`src/rtl/leaf_out_arbiter_pkg.sv`:
```
// Shared leaf-interface definitions: packet layout helpers and output-register states.
package leaf_out_arbiter_pkg;

  // Output register occupancy.
  typedef enum logic {
    OUT_EMPTY = 1'b0,
    OUT_FULL  = 1'b1
  } out_state_e;

  // Total packet width: {valid, leaf, port, addr, payload}.
  function automatic int unsigned packet_bits(input int unsigned leaf_bits,
                                               input int unsigned port_bits,
                                               input int unsigned addr_bits,
                                               input int unsigned payload_bits);
    return 1 + leaf_bits + port_bits + addr_bits + payload_bits;
  endfunction

  // Field LSB offsets inside a packet, payload at bit 0.
  function automatic int unsigned addr_lsb(input int unsigned payload_bits);
    return payload_bits;
  endfunction

  function automatic int unsigned port_lsb(input int unsigned payload_bits,
                                           input int unsigned addr_bits);
    return payload_bits + addr_bits;
  endfunction

  function automatic int unsigned leaf_lsb(input int unsigned payload_bits,
                                           input int unsigned addr_bits,
                                           input int unsigned port_bits);
    return payload_bits + addr_bits + port_bits;
  endfunction

  function automatic int unsigned valid_bit(input int unsigned payload_bits,
                                            input int unsigned addr_bits,
                                            input int unsigned port_bits,
                                            input int unsigned leaf_bits);
    return payload_bits + addr_bits + port_bits + leaf_bits;
  endfunction

  // Index width for n channels; never narrower than one bit.
  function automatic int unsigned idx_bits(input int unsigned n);
    return (n > 1) ? $clog2(n) : 1;
  endfunction

endpackage

```
`src/rtl/leaf_out_arbiter_rr_arbiter.sv`:
```
// Round-robin selector: first requester after 'last', wrapping, one-hot grant.
module rr_arbiter #(
  parameter  int unsigned N  = 4,
  localparam int unsigned LW = (N > 1) ? $clog2(N) : 1
) (
  input  logic [N-1:0]  req,
  input  logic [LW-1:0] last,
  output logic [N-1:0]  grant
);

  logic [LW-1:0] idx;
  logic          found;

  // Scan N positions starting one past the previous winner.
  always_comb begin
    grant = '0;
    found = 1'b0;
    idx   = '0;
    for (int unsigned k = 1; k <= N; k++) begin
      idx = LW'((32'(last) + k) % N);
      if (!found && req[idx]) begin
        grant[idx] = 1'b1;
        found      = 1'b1;
      end
    end
  end

endmodule

```
`src/rtl/leaf_out_arbiter.sv`:
```
// Leaf output arbiter: credit-gated round-robin merge of user channels into
// one BFT packet register with per-port sequence addresses and a destination table.
module leaf_out_arbiter
  import leaf_out_arbiter_pkg::*;
#(
  parameter  int unsigned NUM_OUT_PORTS         = 4,
  parameter  int unsigned PAYLOAD_BITS          = 32,
  parameter  int unsigned NUM_LEAF_BITS         = 5,
  parameter  int unsigned NUM_PORT_BITS         = 4,
  parameter  int unsigned NUM_ADDR_BITS         = 7,
  parameter  int unsigned NUM_BRAM_ADDR_BITS    = 7,
  parameter  int unsigned FREESPACE_UPDATE_SIZE = 64,
  localparam int unsigned PACKET_BITS = packet_bits(NUM_LEAF_BITS, NUM_PORT_BITS,
                                                    NUM_ADDR_BITS, PAYLOAD_BITS),
  localparam int unsigned DEST_BITS   = 1 + NUM_LEAF_BITS + NUM_PORT_BITS
) (
  input  logic                                    clk,
  input  logic                                    reset,
  input  logic [NUM_OUT_PORTS*PAYLOAD_BITS-1:0]   din_leaf_user2interface,
  input  logic [NUM_OUT_PORTS-1:0]                vld_user2interface,
  output logic [NUM_OUT_PORTS-1:0]                ack_interface2user,
  output logic [PACKET_BITS-1:0]                  dout_leaf_interface2bft,
  input  logic                                    bft_ready,
  input  logic                                    resend,
  input  logic                                    cfg_wr,
  input  logic [NUM_PORT_BITS-1:0]                cfg_port,
  input  logic [DEST_BITS-1:0]                    cfg_dest,
  input  logic                                    credit_upd,
  input  logic [NUM_PORT_BITS-1:0]                credit_port
);

  localparam int unsigned IDX_BITS    = idx_bits(NUM_OUT_PORTS);
  localparam int unsigned CREDIT_BITS = NUM_BRAM_ADDR_BITS + 1;
  localparam logic [CREDIT_BITS-1:0] CREDIT_MAX = CREDIT_BITS'(1 << NUM_BRAM_ADDR_BITS);

  // Destination table.
  logic                     dest_en_q   [NUM_OUT_PORTS];
  logic                     dest_en_d   [NUM_OUT_PORTS];
  logic [NUM_LEAF_BITS-1:0] dest_leaf_q [NUM_OUT_PORTS];
  logic [NUM_LEAF_BITS-1:0] dest_leaf_d [NUM_OUT_PORTS];
  logic [NUM_PORT_BITS-1:0] dest_port_q [NUM_OUT_PORTS];
  logic [NUM_PORT_BITS-1:0] dest_port_d [NUM_OUT_PORTS];

  // Per-port sequence address and remote freespace credit.
  logic [NUM_ADDR_BITS-1:0] addr_q   [NUM_OUT_PORTS];
  logic [NUM_ADDR_BITS-1:0] addr_d   [NUM_OUT_PORTS];
  logic [CREDIT_BITS-1:0]   credit_q [NUM_OUT_PORTS];
  logic [CREDIT_BITS-1:0]   credit_d [NUM_OUT_PORTS];

  // Output register.
  out_state_e               state_q, state_d;
  logic [PACKET_BITS-1:0]   pkt_q, pkt_d, new_pkt;
  logic [IDX_BITS-1:0]      last_q, last_d, grant_idx;

  logic [NUM_OUT_PORTS-1:0] eligible, req, grant;
  logic                     slot_free, any_grant, upd_hit;
  logic [31:0]              credit_sum;

  // A slot opens when the register is empty or its packet leaves this cycle.
  always_comb begin
    slot_free = (state_q == OUT_EMPTY) || (bft_ready && !resend);
    eligible  = '0;
    for (int unsigned i = 0; i < NUM_OUT_PORTS; i++) begin
      eligible[i] = vld_user2interface[i] && dest_en_q[i] &&
                    (credit_q[i] != '0) && !resend;
    end
    req = slot_free ? eligible : '0;
  end

  rr_arbiter #(
    .N (NUM_OUT_PORTS)
  ) u_rr (
    .req   (req),
    .last  (last_q),
    .grant (grant)
  );

  // Decode the winner and assemble its packet with the destination current at grant time.
  always_comb begin
    any_grant = |grant;
    grant_idx = '0;
    new_pkt   = '0;
    for (int unsigned i = 0; i < NUM_OUT_PORTS; i++) begin
      if (grant[i]) begin
        grant_idx = IDX_BITS'(i);
        new_pkt   = {1'b1, dest_leaf_q[i], dest_port_q[i], addr_q[i],
                     din_leaf_user2interface[i*PAYLOAD_BITS +: PAYLOAD_BITS]};
      end
    end
  end

  // Destination table writes; out-of-range indices match no entry.
  always_comb begin
    dest_en_d   = dest_en_q;
    dest_leaf_d = dest_leaf_q;
    dest_port_d = dest_port_q;
    for (int unsigned i = 0; i < NUM_OUT_PORTS; i++) begin
      if (cfg_wr && (32'(cfg_port) == i)) begin
        dest_en_d[i]   = cfg_dest[DEST_BITS-1];
        dest_leaf_d[i] = cfg_dest[NUM_PORT_BITS +: NUM_LEAF_BITS];
        dest_port_d[i] = cfg_dest[0 +: NUM_PORT_BITS];
      end
    end
  end

  // Address and credit updates; grant and credit return on one port net out, then saturate.
  always_comb begin
    addr_d     = addr_q;
    credit_d   = credit_q;
    upd_hit    = 1'b0;
    credit_sum = '0;
    for (int unsigned i = 0; i < NUM_OUT_PORTS; i++) begin
      upd_hit    = credit_upd && (32'(credit_port) == i);
      credit_sum = 32'(credit_q[i]);
      if (upd_hit) begin
        credit_sum = credit_sum + 32'(FREESPACE_UPDATE_SIZE);
      end
      if (grant[i]) begin
        credit_sum = credit_sum - 32'd1;
        addr_d[i]  = addr_q[i] + NUM_ADDR_BITS'(1);
      end
      if (credit_sum > 32'(CREDIT_MAX)) begin
        credit_sum = 32'(CREDIT_MAX);
      end
      credit_d[i] = CREDIT_BITS'(credit_sum);
    end
  end

  // Output register next state; resend freezes everything.
  always_comb begin
    state_d = state_q;
    pkt_d   = pkt_q;
    last_d  = last_q;
    if (any_grant) begin
      last_d = grant_idx;
    end
    case (state_q)
      OUT_EMPTY: begin
        if (any_grant) begin
          state_d = OUT_FULL;
          pkt_d   = new_pkt;
        end
      end
      OUT_FULL: begin
        if (bft_ready && !resend) begin
          if (any_grant) begin
            pkt_d = new_pkt;
          end else begin
            state_d = OUT_EMPTY;
          end
        end
      end
      default: state_d = OUT_EMPTY;
    endcase
  end

  // State registers.
  always_ff @(posedge clk or negedge reset) begin
    if (!reset) begin
      state_q <= OUT_EMPTY;
      pkt_q   <= '0;
      last_q  <= IDX_BITS'(NUM_OUT_PORTS - 1);
      for (int unsigned i = 0; i < NUM_OUT_PORTS; i++) begin
        dest_en_q[i]   <= 1'b0;
        dest_leaf_q[i] <= '0;
        dest_port_q[i] <= '0;
        addr_q[i]      <= '0;
        credit_q[i]    <= CREDIT_MAX;
      end
    end else begin
      state_q     <= state_d;
      pkt_q       <= pkt_d;
      last_q      <= last_d;
      dest_en_q   <= dest_en_d;
      dest_leaf_q <= dest_leaf_d;
      dest_port_q <= dest_port_d;
      addr_q      <= addr_d;
      credit_q    <= credit_d;
    end
  end

  assign ack_interface2user      = grant;
  assign dout_leaf_interface2bft = ((state_q == OUT_FULL) && !resend) ? pkt_q : '0;

endmodule

```
`config.mk`:
```
export PLATFORM = sky130hd
export DESIGN_NAME = leaf_out_arbiter
export DESIGN_NICKNAME = d
export VERILOG_FILES = /design/src/rtl/leaf_out_arbiter_pkg.sv /design/src/rtl/leaf_out_arbiter_rr_arbiter.sv /design/src/rtl/leaf_out_arbiter.sv
export SDC_FILE = /design/constraint.sdc
export NUM_CORES = 1
export LEC_CHECK = 0
export ABC_AREA = 0
export CAP_MARGIN = 20
export CORE_ASPECT_RATIO = 0.7
export CORE_UTILIZATION = 55
export CTS_CLUSTER_SIZE = 12
export DETAILED_ROUTE_END_ITERATION = 8
export PLACE_DENSITY = 0.87
export REMOVE_ABC_BUFFERS = 1
export SLEW_MARGIN = 20
export SYNTH_ARGS = -nofsm -noshare
export SYNTH_HDL_FRONTEND = slang
export SYNTH_SLANG_ARGS = --single-unit
```
`constraint.sdc`:
```
create_clock -name clk -period 9.3 [get_ports clk]
set_input_delay 0.93 -clock clk [delete_from_list [all_inputs] [get_ports clk]]
set_output_delay 0.93 -clock clk [all_outputs]
set_load 0.02 [all_outputs]
```
==> results.cfg, run 1 <==
[run]
drv_cap = 0

[global_routing]
antenna_found_initial = 0
grt_start_max_net_pins = 105
overflow = 0
use_met2 = 0.511
globalRouteMet3Util = 0.0593
grtUsageMet1 = 0.423
grt_usage = 0.312
busiest_layer = met2
grt_pass1_wl_um = 40800
grt_pass1_vias = 7869

[timing]
timing.final.ws_setup_ns = 3.89
worst_pin_slew_ns = 1.08
fmax_mhz = 185
hold_viol = 0
totalNegativeSetupSlack_ns = 0
grt_setup_unrepaired = false
slew_violations = 0
finalSetupViolCount = 0
finalCritPeriodShare = 0.581
min_period_ns = 5.41
holdWs_ns = 0.463
finClkSkew_ns = 0.0101
slew-limit-headroom = 0.278

[synthesis]
synthTopCellsByArea = dfrtp_1 41%, mux2_2 6.0%, a221oi_1 4.4%
ys_seq_elements = 152
synthFlopType = dfrtp_1
async_flop_share = 1.00
synth_compound_area_frac = 0.203
yosysTopAreaCell = dfrtp_1
synthesis.area_sq_mm = 0.00888
synth_edf_count = 0
synth_top_area_share = 0.411
synth_common_cells = 146 x dfrtp_1, 75 x nor2_1, 54 x and2_1
synthAdderAreaFrac = 0.0380
syn_area_per_cell_sq_um = 10.1
synth_top_family_by_area = compound AO/OA/AOI/OAI gates
yosys.area_share.simple = 0.166
yosysWarnings = 0
synth_mux_area_frac = 0.0675
synthDistinctLibCells = 70
yosysMostFrequentCell = dfrtp_1
synth-xor-area-share = 0.0562
synthCells = 882
ys_seq_area_frac = 0.429

[detailed_routing]
wl_um = 25100
drc = 0
drt-wirelength-per-cell_um = 19.6
drt-initial-drc-count = 655
num_vias = 7972
drt.antenna.violating_nets = 0
via_per_inst = 6.24
dr.pass1.iters = 5

[critical_path]
worstSetupStartpointType = input port
cp_slowest_cell = and3_1
critPathKind = input port to output pin
critPathArrivalTime_ns = 4.48
cp_top_family = buffers and inverters
cp_cell_sequence = clkdlybuf4s50_1 > or3_1 > o221ai_1 > a211oi_2 > a22oi_1 > and3_1 > inv_2 > clkdlybuf4s50_1
r2r_slack_ns = 4.47
slowest_delay_ns = 0.68
required_ns = 8.37
path_buf_inv = 3
critPathCaptureType = output pin
path_max_fanout = 16
cpMostUsedCell = clkdlybuf4s50_1

[clock_network]
clk_latency_ns = 0.42
cts.path.max_buffers = 2
cts_tree = built
root_buffer = clkbuf_16
numCtsBuffers = 17
ctsResizeCount = 0
hold_buffers = 0
postCtsSetupBuffers = 0
clkTransAtPathRegs_ns = 0.07
htree_levels = 4
cts.sinks = 152

[final_layout]
fin_nets = 1248
diodes = 0
area_growth_syn_to_layout_pct = 31.0
drive_gt1_frac = 0.110
fin_util = 0.744
nFillCells = 1093

[place]
gp_congestion = 0.875
hpwl_um = 17000
dp_slack_ns = 3.96
io_buffers = 208

[die]
ios = 209
die_y_um = 108
fp.coreArea_sq_mm = 0.0156
dieArea_sq_mm = 0.0167
core.rowCount = 38
initial_core_util = 0.568
die_x_um = 154

[power_and_ir_drop]
p_leak_nw = 4.78
irDropWorstVdd_mv = 0.296
finalPower_w = 0.00431
powerDensity_mw_per_mm2 = 370

[status]
status = completed

[min_path]
hp-class = flop to flop
-- flip-flops by register name, indices dropped and copies added (netlist names) --
name and count:
dest_en_q 4, dest_port_q 16, pkt_q 49, dest_leaf_q 20, state_q 1, credit_q 32, addr_q 28, last_q 2
-- layout make-up --
class	count	area (sq um)	area share
multi-input cells	649	4730	0.407
flip-flops and latches	152	3810	0.328
repair buffers	218	2160	0.185
clock buffers	17	425	0.0366
well taps	200	250	0.0215
clock inverters	15	158	0.0135
inverters	27	101	0.00871
-- report_power, final --
part	internal, W	switching (W)	total [W]
Sequential	0.000937	0.000193	0.00113
Clock	0.000381	0.000310	0.000691
Combinational	0.00102	0.00147	0.00248
Total	0.00234	0.00197	0.00431
-- kinds of logic (layout without fill, tap and decap cells) --
group | count (synthesis) | count (layout)
muxes | 54 | 54
xor gates and xnor gates | 57 | 57
adders and majority gates | 27 | 27
buffers and inverters | 81 | 277
AOI/OAI and AO/OA | 236 | 236
and+or+nand+nor | 275 | 275
DFF | 152 | 152
-- stage by stage --
step | instances | area (sq um)
2_1_floorplan | 828 | 8630
3_3_place_gp | 1246 | 11100
3_5_place_dp | 1246 | 11100
4_1_cts | 1278 | 11600
5_1_grt | 1278 | 11600
6_report | 1278 | 11600
-- cells in the final DEF (no fill, tap or decap), types with 41 or more instances in the layout --
cell type and n:
clkdlybuf4s50_1 207, dfrtp_1 146, nor2_1 75, and2_1 53, a22oi_1 49, mux2_2 47
o31ai_1 47, a221oi_1 45, nand2_1 41, xnor2_1 41
-- metal layers --
metal	vias up	wire, um
met5	-	0
li1	3670	-
met4	0	370
met3	35	1830
met2	362	11800
met1	3905	11100
-- final timing paths --
check | from | depth (start not counted) | to
setup / recovery | resend | 8 | ack_interface2user[1]
hold / removal | pkt_q[48] | 1 | pkt_q[48]
setup reg to reg | credit_q[10] | 13 | pkt_q[44]
hold reg to reg | pkt_q[48] | 1 | pkt_q[48]
max in group asynchronous | reset | 2 | credit_q[12]
min in group asynchronous | reset | 1 | addr_q[4]
-- worst reg2reg max path: cells and delay by family, from the launching register on --
kind	cells	cell delay [ns]
AOI/OAI and AO/OA	6	1.38
buffers and inverters	4	1.56
DFF	1	0.44
and+or+nand+nor	3	1.33
Note: power is estimated with default switching activity, not from simulation.
==> inputs of run 2 (changes only) <==
--- a/config.mk
+++ b/config.mk
@@ -8,10 +8,10 @@
 export ABC_AREA = 0
 export CAP_MARGIN = 20
 export CORE_ASPECT_RATIO = 0.7
-export CORE_UTILIZATION = 55
+export CORE_UTILIZATION = 51
 export CTS_CLUSTER_SIZE = 12
 export DETAILED_ROUTE_END_ITERATION = 8
-export PLACE_DENSITY = 0.87
+export PLACE_DENSITY = 0.81
 export REMOVE_ABC_BUFFERS = 1
 export SLEW_MARGIN = 20
 export SYNTH_ARGS = -nofsm -noshare
==> constraint.sdc (replaced) <==
create_clock -name clk -period 5.1 [get_ports clk]
set_input_delay 0.51 -clock clk [delete_from_list [all_inputs] [get_ports clk]]
set_output_delay 0.51 -clock clk [all_outputs]
set_load 0.02 [all_outputs]
==> run 2 against run 1 <==
Against the previous run:
- total power increased by 89%
- sequential share of layout area is 0.53 points lower
- first-iteration DRC count grew 7.3%
- critical path type is now flop to output pin
==> results.cfg, run 2 (same netlist as run 1, synthesis figures left out) <==
[status]
status = completed

[clock_network]
numCtsBuffers = 17
htree_levels = 4
hold_buffers = 0
clk_latency_ns = 0.43
clkTransAtPathRegs_ns = 0.06
root_buffer = clkbuf_16
cts.path.max_buffers = 2
cts_tree = built
ctsResizeCount = 0
cts.sinks = 152
postCtsSetupBuffers = 0

[detailed_routing]
drt.antenna.violating_nets = 0
dr.pass1.iters = 5
drc = 0
drt-wirelength-per-cell_um = 19.3
via_per_inst = 6.12
drt-initial-drc-count = 703
wl_um = 25200
num_vias = 8003

[final_layout]
fin_util = 0.709
drive_gt1_frac = 0.113
fin_nets = 1252
regMostFlops = pkt_q
final_common_cell = clkdlybuf4s50_1
largestRegisters = pkt_q (49), credit_q (32), addr_q (28)
final_cell_mix = 207 x clkdlybuf4s50_1, 146 x dfrtp_1, 75 x nor2_1, 53 x and2_1, 49 x a22oi_1
nFillCells = 1246
final-instance-count-excl-fill = 1307
diodes = 0
largest_reg_flops = 49
area_growth_syn_to_layout_pct = 33.2

[min_path]
hp-class = input port to async pin

[global_routing]
grt_usage = 0.290
globalRouteMet3Util = 0.0721
grtUsageMet1 = 0.409
antenna_found_initial = 0
overflow = 0
grt_start_max_net_pins = 108
grt_pass1_wl_um = 41200
use_met2 = 0.446
busiest_layer = met2
grt_pass1_vias = 7800

[die]
die_x_um = 160
dieArea_sq_mm = 0.0180
fp.coreArea_sq_mm = 0.0167
die_y_um = 112
initial_core_util = 0.532
core.rowCount = 39
ios = 209

[critical_path]
critPathKind = flop to output pin
reg2reg_from = last_q[0]
r2r_cells = 10
path_max_fanout = 25
cp_slowest_cell = clkdlybuf4s50_1
cp_cell_sequence = inv_1 > or3_1 > o221a_2 > a211oi_2 > a22oi_1 > and3_1 > inv_2 > clkdlybuf4s50_1
critPathCaptureType = output pin
slowest_delay_ns = 0.72
r2r-end = credit_q[9]
worstSetupStartpointType = flop
critPathArrivalTime_ns = 4.02
required_ns = 4.59
r2r_slack_ns = 1.19

[place]
io_buffers = 208
dp_slack_ns = 0.782
hpwl_um = 17000
place_inst = 1275
gp_congestion = 0.907

[timing]
fmax_mhz = 221
slew-limit-headroom = 0.493
min_period_ns = 4.53
finClkSkew_ns = 0.00919
holdWs_ns = 0.122
finalSetupViolCount = 0
finalCritPeriodShare = 0.888
hold_viol = 0
timing.final.ws_setup_ns = 0.570
totalNegativeSetupSlack_ns = 0
worst_pin_slew_ns = 0.761
grt_setup_unrepaired = false
slew_violations = 0

[power_and_ir_drop]
powerDensity_mw_per_mm2 = 688
p_leak_nw = 4.84
irDropWorstVdd_mv = 0.574

[run]
drv_cap = 0
[run 2: metrics by stage]
stage                     power, W  area [sq um]
after floorplan            0.00513          8630
after global placement     0.00653         11200
after detailed placement   0.00664         11200
after CTS                  0.00813         11800
after global routing       0.00874         11800
final                      0.00813         11800
[run 2: final cells by class]
| class | count | area, sq um | share of cell area |
|---|---|---|---|
| Clock buffer | 18 | 429 | 0.0363 |
| Clock inverter | 14 | 245 | 0.0207 |
| Inverter | 27 | 101 | 0.00857 |
| Multi-Input combinational cell | 649 | 4730 | 0.400 |
| Sequential cell | 152 | 3810 | 0.322 |
| Tap cell | 225 | 282 | 0.0238 |
| Timing Repair Buffer | 222 | 2230 | 0.188 |
[run 2: worst max-delay path by stage]
| stage | from | endpoint | depth (start not counted) |
|---|---|---|---|
| after floorplan | credit_q[16] | pkt_q[32] | 12 |
| after global placement | resend | ack_interface2user[1] | 8 |
| after detailed placement | resend | ack_interface2user[1] | 8 |
| after CTS | last_q[0] | ack_interface2user[1] | 8 |
| after global routing | last_q[0] | ack_interface2user[1] | 8 |
| final | last_q[0] | ack_interface2user[1] | 8 |
[run 2: power breakdown]
| part | switching, W | leakage [nW] | internal (W) |
|---|---|---|---|
| combinational | 0.00268 | 2.61 | 0.00194 |
| clock | 0.000529 | 0.319 | 0.000924 |
| sequential | 0.000349 | 1.91 | 0.00171 |
[run 2: layer usage]
metal  wire length, um  vias up  part of all wire
li1                  -     3672                 -
met1             11300     3913              0.45
met2             11400      384              0.45
met3              2130       34             0.085
met4               409        0             0.016
met5                 0        -                 0
[run 2: worst max-delay path, delay by kind of cell, from the launching register on]
kind,cells,cell delay (ns)
AOI/OAI and AO/OA,3,0.93
buffers and inverters,3,1.33
DFF,1,0.61
and+or+nand+nor,2,0.72
==> inputs of run 3 (changes only) <==
--- a/config.mk
+++ b/config.mk
@@ -5,15 +5,16 @@
 export SDC_FILE = /design/constraint.sdc
 export NUM_CORES = 1
 export LEC_CHECK = 0
-export ABC_AREA = 0
+export ABC_AREA = 1
 export CAP_MARGIN = 20
 export CORE_ASPECT_RATIO = 0.7
-export CORE_UTILIZATION = 51
+export CORE_UTILIZATION = 52
 export CTS_CLUSTER_SIZE = 12
 export DETAILED_ROUTE_END_ITERATION = 8
-export PLACE_DENSITY = 0.81
+export PLACE_DENSITY = 0.82
 export REMOVE_ABC_BUFFERS = 1
 export SLEW_MARGIN = 20
 export SYNTH_ARGS = -nofsm -noshare
 export SYNTH_HDL_FRONTEND = slang
 export SYNTH_SLANG_ARGS = --single-unit
+export TNS_END_PERCENT = 20
==> run 3 against run 2 <==
Against the previous run:
- clock-buffer cell count increased by 4
- clock skew increased by 0.0026 ns
- global-route usage increased by 1.7 points
- die area increased by 2.9%
- synthesized area increased by 4.9%
- maximum frequency increased by 6.1%
- sequential share of layout area decreased by 0.69 points
- via count increased by 16%
- combinational power increased by 22%
- hold slack improved by 0.10 ns
- total power increased by 9.7%
- sequential cell count unchanged
- critical path type unchanged
==> results.cfg, run 3 <==
[global_routing]
overflow = 0
grt_usage = 0.306
grt_start_max_net_pins = 119
grt_pass1_wl_um = 44300
antenna_found_initial = 0
grt_pass1_vias = 8760

[timing]
finClkSkew_ns = 0.0118
worst_pin_slew_ns = 0.965
hold_viol = 0
finalSetupViolCount = 0
slew-limit-headroom = 0.356
totalNegativeSetupSlack_ns = 0
timing.final.ws_setup_ns = 0.832
finalCritPeriodShare = 0.837
grt_setup_unrepaired = false
slew_violations = 0
fmax_mhz = 234
min_period_ns = 4.27

[power_and_ir_drop]
powerDensity_mw_per_mm2 = 738
irDropWorstVdd_mv = 0.538
p_leak_nw = 5.70

[final_layout]
nFillCells = 1396
diodes = 0
final_cell_mix = 207 x clkdlybuf4s50_1, 205 x nand2_1, 191 x nand3_1, 163 x inv_1, 146 x dfrtp_1
final-instance-count-excl-fill = 1679
final_common_cell = clkdlybuf4s50_1
regMostFlops = pkt_q
fin_nets = 1618
area_growth_syn_to_layout_pct = 29.7
largest_reg_flops = 49
fin_util = 0.698
drive_gt1_frac = 0.0566
largestRegisters = pkt_q (49), credit_q (32), addr_q (28)

[die]
dieArea_sq_mm = 0.0185
core.rowCount = 40
initial_core_util = 0.538
fp.coreArea_sq_mm = 0.0173
ios = 209
die_x_um = 162
die_y_um = 114

[detailed_routing]
drt.antenna.violating_nets = 0
drt-wirelength-per-cell_um = 16.5
wl_um = 27700
drc = 0
dr.pass1.iters = 7
via_per_inst = 5.54
drt-initial-drc-count = 872
num_vias = 9299

[synthesis]
synthDistinctLibCells = 39
synth_edf_count = 0
synthCells = 1256
yosysTopAreaCell = dfrtp_1
synthesis.area_sq_mm = 0.00932
synthFlopType = dfrtp_1
synth_common_cells = 206 x nand2_1, 191 x nand3_1, 163 x inv_1
async_flop_share = 1.00
syn_area_per_cell_sq_um = 7.42
yosysWarnings = 0
synth_top_area_share = 0.392
synthTopCellsByArea = dfrtp_1 39%, nand3_1 10%, nand2_1 8.3%
ys_seq_elements = 152
ys_seq_area_frac = 0.409
yosysMostFrequentCell = nand2_1

[critical_path]
cp_cell_sequence = inv_2 > ha_1 > inv_1 > nand3_1 > nand2_1 > nand3_1 > nor2_1 > nor2_4 > nand2_4 > clkdlybuf4s50_1
critPathCaptureType = output pin
required_ns = 4.59
path_max_fanout = 54
cp_slowest_cell = clkdlybuf4s50_1
cpMostUsedCell = nand3_1
critPathArrivalTime_ns = 3.76
slowest_delay_ns = 0.80
worstSetupStartpointType = flop
critPathKind = flop to output pin

[clock_network]
clk_latency_ns = 0.43
cts.sinks = 152
postCtsSetupBuffers = 0
root_buffer = clkbuf_16
ctsResizeCount = 0
hold_buffers = 0
numCtsBuffers = 17
htree_levels = 4
cts.path.max_buffers = 2
clkTransAtPathRegs_ns = 0.06
cts_tree = built

[status]
status = completed

[place]
dp_slack_ns = 1.11
place_inst = 1647
gp_congestion = 0.921
io_buffers = 208
hpwl_um = 18800

[min_path]
hp-class = input port to async pin

[run]
drv_cap = 0
[run 3: cell types whose count changed after synthesis, moves of 40 or more]
cell,delta
mux2_2,-47
and2_1,-54
a22oi_1,-49
o21ai_0,+89
a221oi_1,-45
inv_1,+138
nor2_1,+48
nand2_1,+165
o21ai_1,+47
nand3_1,+172
o31ai_1,-47
a21oi_1,+40
[run 3: where the power goes]
part	internal [W]	total (W)	switching, W
clock network	0.000811	0.00132	0.000508
registers	0.00171	0.00197	0.000257
logic	0.00186	0.00563	0.00378
[run 3: worst paths after layout]
check | start | endpoint | slack (ns) | cells after the start
min in group clk | addr_q[27] | addr_q[27] | 0.47 | 1
hold / removal | reset | dest_leaf_q[2] | 0.22 | 1
setup reg to reg | last_q[0] | credit_q[1] | 1.14 | 15
setup / recovery | last_q[0] | ack_interface2user[3] | 0.83 | 10
hold reg to reg | addr_q[27] | addr_q[27] | 0.47 | 1
max in group asynchronous | reset | last_q[0] | 3.80 | 2
[run 3: worst max-delay path: cells and delay by family, from the launching register on]
kind,cells,cell delay (ns)
buffers and inverters,3,1.08
adders and majority gates,1,0.37
and+or+nand+nor,6,1.22
DFF,1,0.65
[run 3: final cells by class]
class	count	area [sq um]	share of cell area
inverters	174	653	0.0540
clock inverters	10	141	0.0117
well taps	231	289	0.0239
flip-flops and latches	152	3810	0.315
repair buffers	218	2170	0.180
clock buffers	22	474	0.0392
multi-input cells	872	4540	0.376
[run 3: through the flow]
| step | cell area (sq um) | hold slack (ns) | power (W) |
|---|---|---|---|
| after detailed placement | 11500 | 0.466 | 0.00750 |
| after global placement | 11500 | 0.456 | 0.00734 |
| after global routing | 12100 | 0.295 | 0.00967 |
| final | 12100 | 0.223 | 0.00892 |
| after floorplan | 9000 | 0.214 | 0.00563 |
| after CTS | 12100 | 0.302 | 0.00887 |
[run 3: per-layer routing]
layer,vias up,GRT usage,share of wire
li1,4447,-,-
met1,4364,0.410,0.43
met2,438,0.492,0.45
met3,50,0.0695,0.093
met4,0,0.104,0.023
met5,-,0,0
[run 3: kinds of logic after synthesis]
group,Yosys count,synth area share
and+or+nand+nor,575,0.285
buffers and inverters,232,0.104
DFF,152,0.409
xor gates and xnor gates,42,0.0395
adders and majority gates,27,0.0363
AOI/OAI and AO/OA,228,0.126
